**config.mk**
```make
export PLATFORM = sky130hd
export DESIGN_NAME = tl_ul_mem_arbiter
export DESIGN_NICKNAME = d
export VERILOG_FILES = /design/src/rtl/tl_ul_mem_arbiter.sv
export SDC_FILE = /design/constraint.sdc
export NUM_CORES = 1
export LEC_CHECK = 0
export ABC_AREA = 1
export CORE_ASPECT_RATIO = 0.6
export CORE_MARGIN = 3
export CORE_UTILIZATION = 33
export DETAILED_ROUTE_END_ITERATION = 7
export GPL_ROUTABILITY_DRIVEN = 0
export PLACE_DENSITY = 0.89
export SLEW_MARGIN = 20
export SYNTH_ARGS = -nofsm -noshare
export SYNTH_HDL_FRONTEND = slang
export SYNTH_SLANG_ARGS = --single-unit
```
**constraint.sdc**
```tcl
create_clock -name clk -period 1.6 [get_ports clk]
set_input_delay 0.32 -clock clk [delete_from_list [all_inputs] [get_ports clk]]
set_output_delay 0.32 -clock clk [all_outputs]
set_load 0.1 [all_outputs]
```
**src/rtl/tl_ul_mem_arbiter.sv**
```systemverilog
// Two-host to one-device TileLink-UL A/D arbiter: round-robin grant, a single
// outstanding transaction, registered device A-phase, D response steered back to the granted host.
module tl_ul_mem_arbiter #(
  parameter int unsigned AW = 12,
  parameter int unsigned DW = 32
) (
  input  logic            clk,
  input  logic            reset,

  input  logic            h0_a_valid_i,
  output logic            h0_a_ready_o,
  input  logic [2:0]      h0_a_opcode_i,
  input  logic [AW-1:0]   h0_a_address_i,
  input  logic [DW-1:0]   h0_a_data_i,
  input  logic [1:0]      h0_a_size_i,
  input  logic [DW/8-1:0] h0_a_mask_i,
  output logic            h0_d_valid_o,
  input  logic            h0_d_ready_i,
  output logic [2:0]      h0_d_opcode_o,
  output logic [1:0]      h0_d_size_o,
  output logic [DW-1:0]   h0_d_data_o,

  input  logic            h1_a_valid_i,
  output logic            h1_a_ready_o,
  input  logic [2:0]      h1_a_opcode_i,
  input  logic [AW-1:0]   h1_a_address_i,
  input  logic [DW-1:0]   h1_a_data_i,
  input  logic [1:0]      h1_a_size_i,
  input  logic [DW/8-1:0] h1_a_mask_i,
  output logic            h1_d_valid_o,
  input  logic            h1_d_ready_i,
  output logic [2:0]      h1_d_opcode_o,
  output logic [1:0]      h1_d_size_o,
  output logic [DW-1:0]   h1_d_data_o,

  output logic            dev_a_valid_o,
  input  logic            dev_a_ready_i,
  output logic [2:0]      dev_a_opcode_o,
  output logic [AW-1:0]   dev_a_address_o,
  output logic [DW-1:0]   dev_a_data_o,
  output logic [1:0]      dev_a_size_o,
  output logic [DW/8-1:0] dev_a_mask_o,

  input  logic            dev_d_valid_i,
  output logic            dev_d_ready_o,
  input  logic [2:0]      dev_d_opcode_i,
  input  logic [1:0]      dev_d_size_i,
  input  logic [DW-1:0]   dev_d_data_i
);

  localparam int unsigned MW = DW / 8;

  typedef enum logic [1:0] {
    IDLE   = 2'd0,
    ISSUE  = 2'd1,
    WAIT_D = 2'd2
  } state_e;

  typedef struct packed {
    logic [2:0]    opcode;
    logic [AW-1:0] address;
    logic [DW-1:0] data;
    logic [1:0]    size;
    logic [MW-1:0] mask;
  } req_t;

  state_e state_q;
  logic   grant_q;
  logic   rr_last_q;
  logic   dev_a_valid_q;
  req_t   req_q;

  req_t   h0_req;
  req_t   h1_req;
  logic   in_idle;
  logic   in_wait;
  logic   winner;
  logic   accept;
  logic   h0_sel;
  logic   h1_sel;
  logic   d_done;

  assign h0_req = {h0_a_opcode_i, h0_a_address_i, h0_a_data_i, h0_a_size_i, h0_a_mask_i};
  assign h1_req = {h1_a_opcode_i, h1_a_address_i, h1_a_data_i, h1_a_size_i, h1_a_mask_i};

  // Every combinational output is qualified by reset so the ports read 0 the
  // moment reset is asserted, not just after the state register settles.
  assign in_idle = reset & (state_q == IDLE);
  assign in_wait = reset & (state_q == WAIT_D);

  // Sole requester wins; on a tie the host that was not served last wins.
  assign winner = (h0_a_valid_i & h1_a_valid_i) ? ~rr_last_q : h1_a_valid_i;

  assign h0_a_ready_o = in_idle & h0_a_valid_i & ~winner;
  assign h1_a_ready_o = in_idle & h1_a_valid_i &  winner;
  assign accept       = h0_a_ready_o | h1_a_ready_o;

  // D channel is a pure pass-through to the granted host while waiting.
  assign h0_sel = in_wait & ~grant_q;
  assign h1_sel = in_wait &  grant_q;

  assign h0_d_valid_o  = h0_sel & dev_d_valid_i;
  assign h0_d_opcode_o = h0_sel ? dev_d_opcode_i : 3'd0;
  assign h0_d_size_o   = h0_sel ? dev_d_size_i   : 2'd0;
  assign h0_d_data_o   = h0_sel ? dev_d_data_i   : DW'(0);

  assign h1_d_valid_o  = h1_sel & dev_d_valid_i;
  assign h1_d_opcode_o = h1_sel ? dev_d_opcode_i : 3'd0;
  assign h1_d_size_o   = h1_sel ? dev_d_size_i   : 2'd0;
  assign h1_d_data_o   = h1_sel ? dev_d_data_i   : DW'(0);

  assign dev_d_ready_o = (h0_sel & h0_d_ready_i) | (h1_sel & h1_d_ready_i);
  assign d_done        = dev_d_valid_i & dev_d_ready_o;

  assign dev_a_valid_o   = dev_a_valid_q;
  assign dev_a_opcode_o  = req_q.opcode;
  assign dev_a_address_o = req_q.address;
  assign dev_a_data_o    = req_q.data;
  assign dev_a_size_o    = req_q.size;
  assign dev_a_mask_o    = req_q.mask;

  // Transaction sequencer: capture request, present it to the device, await response.
  always_ff @(posedge clk or negedge reset) begin
    if (!reset) begin
      state_q       <= IDLE;
      grant_q       <= 1'b0;
      rr_last_q     <= 1'b1;
      dev_a_valid_q <= 1'b0;
      req_q         <= '0;
    end else begin
      case (state_q)
        IDLE: begin
          if (accept) begin
            req_q         <= winner ? h1_req : h0_req;
            grant_q       <= winner;
            dev_a_valid_q <= 1'b1;
            state_q       <= ISSUE;
          end
        end
        ISSUE: begin
          if (dev_a_ready_i) begin
            dev_a_valid_q <= 1'b0;
            state_q       <= WAIT_D;
          end
        end
        WAIT_D: begin
          if (d_done) begin
            rr_last_q <= grant_q;
            state_q   <= IDLE;
          end
        end
        default: begin
          dev_a_valid_q <= 1'b0;
          state_q       <= IDLE;
        end
      endcase
    end
  end

endmodule

```
# Word-level counts from Yosys, hierarchy flattened
# Index checks and enable logic that the tools add are counted.
# totals
word_cells	54
register_bits	58
output_inout_bits	133
# op_classes
n_eq_ne	5
n_bitwise	20
mux	15
reduce_logical	5
# ops
cell	n
$mux W32	2
$mux W53	1
$and A1 B1 Y1	14
$mux W2	5
$mux W3	2
$ne A2 B2 Y1 const B	3
$pmux W2 S3	1
$reduce_and A3 Y1	2
$not A1 Y1	4
$reduce_and A2 Y1	2
$mux W1	3
$pmux W1 S3	1
$eq A2 B1 Y1 const B	1
$eq A2 B2 Y1 const B	1
$logic_not A2 Y1	1
$or A1 B1 Y1	2

# Depth between registers and ports, before layout
# logic_depth
ltp_word	8
mapped_depth	9
depth_no_buf	8

# Least setup slack after synthesis
# No wires, ideal clock.
# synth_path
path_type	register -> output
start	reg state_q[1]
end	out h0_d_data_o[11]
path_stages_with_launch	7
path_slack_ns	-0.972
required_ns	1.280
arrival_ns	2.252
path_cell_list	dfrtp_1 -> inv_1 -> nor2_2 -> nand3_1 -> buf_2 -> buf_6 -> nor2_1
# synth_between
elab_chain_cells	4
# synth_lines
item	line	rtl
from (decl)	67	state_e state_q;
from (signal assigned)	125	state_q <= IDLE;
from (signal assigned)	137	state_q <= ISSUE;
from (signal assigned)	143	state_q <= WAIT_D;
$eq A2 B2 Y1	89	assign in_wait = reset & (state_q == WAIT_D);
$and A1 B1 Y1	89	
$and A1 B1 Y1	99	assign h0_sel = in_wait & ~grant_q;
$mux W32	105	assign h0_d_data_o = h0_sel ? dev_d_data_i : DW'(0);
to (decl)	21	output logic [DW-1:0] h0_d_data_o,
# Every way passes these cells.

# Worst setup path after layout
# layout_path
start	reg state_q[1]
end	out h0_d_data_o[10]
# The elaborated chain is that of the path after synthesis.

==> metrics.md <==
| Metric | Value |
|---|---|
| Fraction of the cycle the final worst path needs | `125.7%` |
| Period minus WS final | `2.011 ns` |
| Clock sink total | `58` |
| Simple-gate share of the synthesized area | `46.60%` |
| Crit-path cells | `inv_2 > nor2_4 > nand3_4 > buf_12 > nor2_4 > buf_12` |
| Largest incremental delay on the critical path | `0.37 ns` |
| Setup ws final | `-0.4111 ns` |
| Drt wl/cell | `18.23 um` |
| Drt pass-1 iters | `5` |
| GRT overflow | `0` |
| Fmax | `497.2 MHz` |
| CTS clock-pin slew for the worst setup and hold paths | `0.05 ns` |
| Largest family of logic cells by synthesized area | `simple AND/OR/NAND/NOR gates` |
| Warnings, synthesis | `0` |
| Tightest Pin Transition | `0.6694 ns` |
| Rows | `28` |
| Switching part of the total power | `54.53%` |
| Die Width | `137.4 um` |
| Dpl hpwl | `14.36 mm` |
| Setup CP Type | `register to primary output` |
| Port Buffers | `283` |
| Vias in the first global route | `5086` |
| RSZ-0062 raised after global routing | `true` |
| Syn nets | `701` |
| Post-synthesis register bit count | `58` |
| Cell area after synthesis | `3418 um^2` |
| Fill cells | `407` |
| # diodes | `0` |
| Vias | `4717` |
| Largest net degree at the start of global routing | `53` |
| Root buffer cell | `clkbuf_16` |
| Sequential area share after synthesis | `42.50%` |
| Initial antenna violation count | `0` |
| GRT Total Usage | `29.82%` |
| Commonest non-fill, non-tap cell in the layout | `nand2_1` |
| Inserted Clock Buffers | `9` |
| Synth area leaders | `dfrtp_1 42%, nand2_1 36%, nor2_1 8.6%` |
| Critical Path RT | `1.28 ns` |
| Initial Util | `34.24%` |
| Die area | `11660 um^2` |
| Logic pwr share | `70.7%` |
| Clock power frac | `12.6%` |
| Failing checks | `setup timing` |
| Most frequent cells in the layout | `322 x nand2_1, 149 x clkdlybuf4s50_1, 140 x buf_12` |
| Final Setup Violations | `129` |
| Sw power | `0.009576 W` |
| Starting DRC count in detailed routing | `265` |
| DRT Wirelength | `18.05 mm` |
| Final Max Slew Viols | `0` |
| Internal power | `0.007985 W` |
| Post-synthesis compound-gate area fraction | `0.5124%` |
| Syn Area/Cell | `6.215 um^2` |
| Layout net count | `1001` |
| Placed Cells | `965` |
| Final Power | `0.01756 W` |
| Syn Inst Count | `550` |
| Max VDD drop | `1.844 mV` |
| Sequential power share | `16.6%` |
| Clock Latency Late Sink | `0.32 ns` |
| Power per Cell Area | `1951 nW/um^2` |
| Routed vias/inst | `4.765` |
| Adder-cell share of the synthesized area | `0%` |
| CP delay by family, top | `simple AND/OR/NAND/NOR gates` |
| Share of the synthesized area in the top cell type | `41.73%` |
| Critical Path AT | `1.69 ns` |
| Slew HR | `55.37%` |
| First-pass GRT wire length | `26.85 mm` |
| DRC viols | `0` |
| Setup Skew | `0.007846 ns` |
| Total core area | `9985 um^2` |
| CP startpoint kind | `register` |
| Area Growth Syn to Fin | `163.3%` |
| Worst-path maximum fanout | `25` |
| Pleak | `4.224 nW` |
| Max-cap violation count | `0` |
| Io pins | `284` |
| Antenna viol nets, final | `0` |
| Level count of the clock H-tree | `3` |
| Die Ht | `84.84 um` |
| Ratio of cells with drive above 1 in the final layout | `32.63%` |
| Critical path's slowest cell | `dfrtp_1` |
| Buf+Inv Stages, Crit Path | `3` |
| Worst min path class | `input port to asynchronous set/reset pin` |
| Synth area leader | `dfrtp_1` |
| Clock tree buffer depth | `2` |
| Multiplexer share of the synthesized area | `0%` |
| Synth Area in XOR/XNOR | `0%` |
| CTS tree | `done` |
| Status | `finished with violations` |
| Post-Layout Cell Count | `990` |
| CP endpoint kind | `primary output` |
| Final hold vios | `0` |
| Synth cell types | `18` |
[kinds of logic after synthesis]
kind of cell	count (synthesis)
AOI/OAI and AO/OA	3
buffers and inverters	72
DFF	58
and+or+nand+nor	417
[worst paths after layout]
path	slack (ns)	start	cells past startpoint	to
max in group asynchronous	0.83	reset	2	dev_a_address_o[8]$_DFFE_PN0P_
min in group clk	0.49	rr_last_q$_DFFE_PN1P_	2	rr_last_q$_DFFE_PN1P_
hold / removal	0.06	reset	2	state_q[0]$_DFFE_PN0P_
setup reg to reg	-0.07	state_q[0]$_DFFE_PN0P_	11	dev_a_address_o[7]$_DFFE_PN0P_
setup / recovery	-0.41	state_q[1]$_DFFE_PN0P_	6	h0_d_data_o[10]
hold reg to reg	0.49	rr_last_q$_DFFE_PN1P_	2	rr_last_q$_DFFE_PN1P_
[through the flow]
step	utilization (%)	TNS (ns)	hold slack [ns]	worst slack [ns]	cell area [um^2]
2_1_floorplan	-	-14.62	0.02441	-0.2534	4076
3_3_place_gp	84.94	-1.961	0.3735	-0.1043	8481
3_5_place_dp	84.94	-7.464	0.4069	-0.1935	8481
4_1_cts	89.07	-30.51	0.07503	-0.4083	8894
5_1_grt	90.13	-42.07	0.08074	-0.4791	8999
6_report	90.13	-30.96	0.05509	-0.4111	8999
[power groups by stage]
| stage | logic (W) | clock network, W | registers, W |
|---|---|---|---|
| after floorplan | 0.00306 | 0 | 0.00695 |
| after global placement | 0.0119 | 0 | 0.00284 |
| after detailed placement | 0.0122 | 0 | 0.00290 |
| after CTS | 0.0123 | 0.00224 | 0.00291 |
| after global routing | 0.0128 | 0.00231 | 0.00299 |
| final | 0.0124 | 0.00222 | 0.00292 |
[area by class of cell]
| class | count | area [um^2] | share of cell area (%) |
|---|---|---|---|
| Timing Repair Buffer | 317 | 4596 | 51.07 |
| Clock inverter | 4 | 98.84 | 1.098 |
| Inverter | 44 | 173.9 | 1.933 |
| Sequential cell | 58 | 1454 | 16.16 |
| Tap cell | 135 | 168.9 | 1.877 |
| Multi-Input combinational cell | 420 | 2261 | 25.13 |
| Clock buffer | 12 | 246.5 | 2.739 |
[cell usage after synthesis]
library cell,number
nand2_1,328
nor2_1,78
dfrtp_1,57
inv_1,42
buf_2,12
buf_6,9
buf_1,5
nand3_1,4
clkbuf_1,2
nand2_2,2
nand4_1,2
nor2_2,2
o21ai_0,2
dfstp_2,1
inv_2,1
inv_4,1
nand2_4,1
o31ai_1,1
[routing by layer]
layer	track usage, %	routed length [um]
met1	30.54	5973
met2	57.12	9987
met3	8.649	1363
met4	10.87	722
met5	0	0
[flip-flops by register name, summed over array words and instances (netlist names)]
signal           count
dev_a_opcode_o       3
dev_a_data_o        32
dev_a_mask_o         4
dev_a_address_o     12
dev_a_size_o         2
state_q              2
dev_a_valid_o        1
grant_q              1
rr_last_q            1
[repair_timing]
| item | 4_1_cts | 5_1_grt |
|---|---|---|
| hold buffers | 0 | 0 |
| setup buffers | 5 | 2 |
| gates resized for setup | 9 | 8 |
| endpoints found under the setup margin | 79 | 136 |
| pin swaps | 6 | 4 |
| cloned | 0 | 2 |
(Power assumes the default switching activity.)
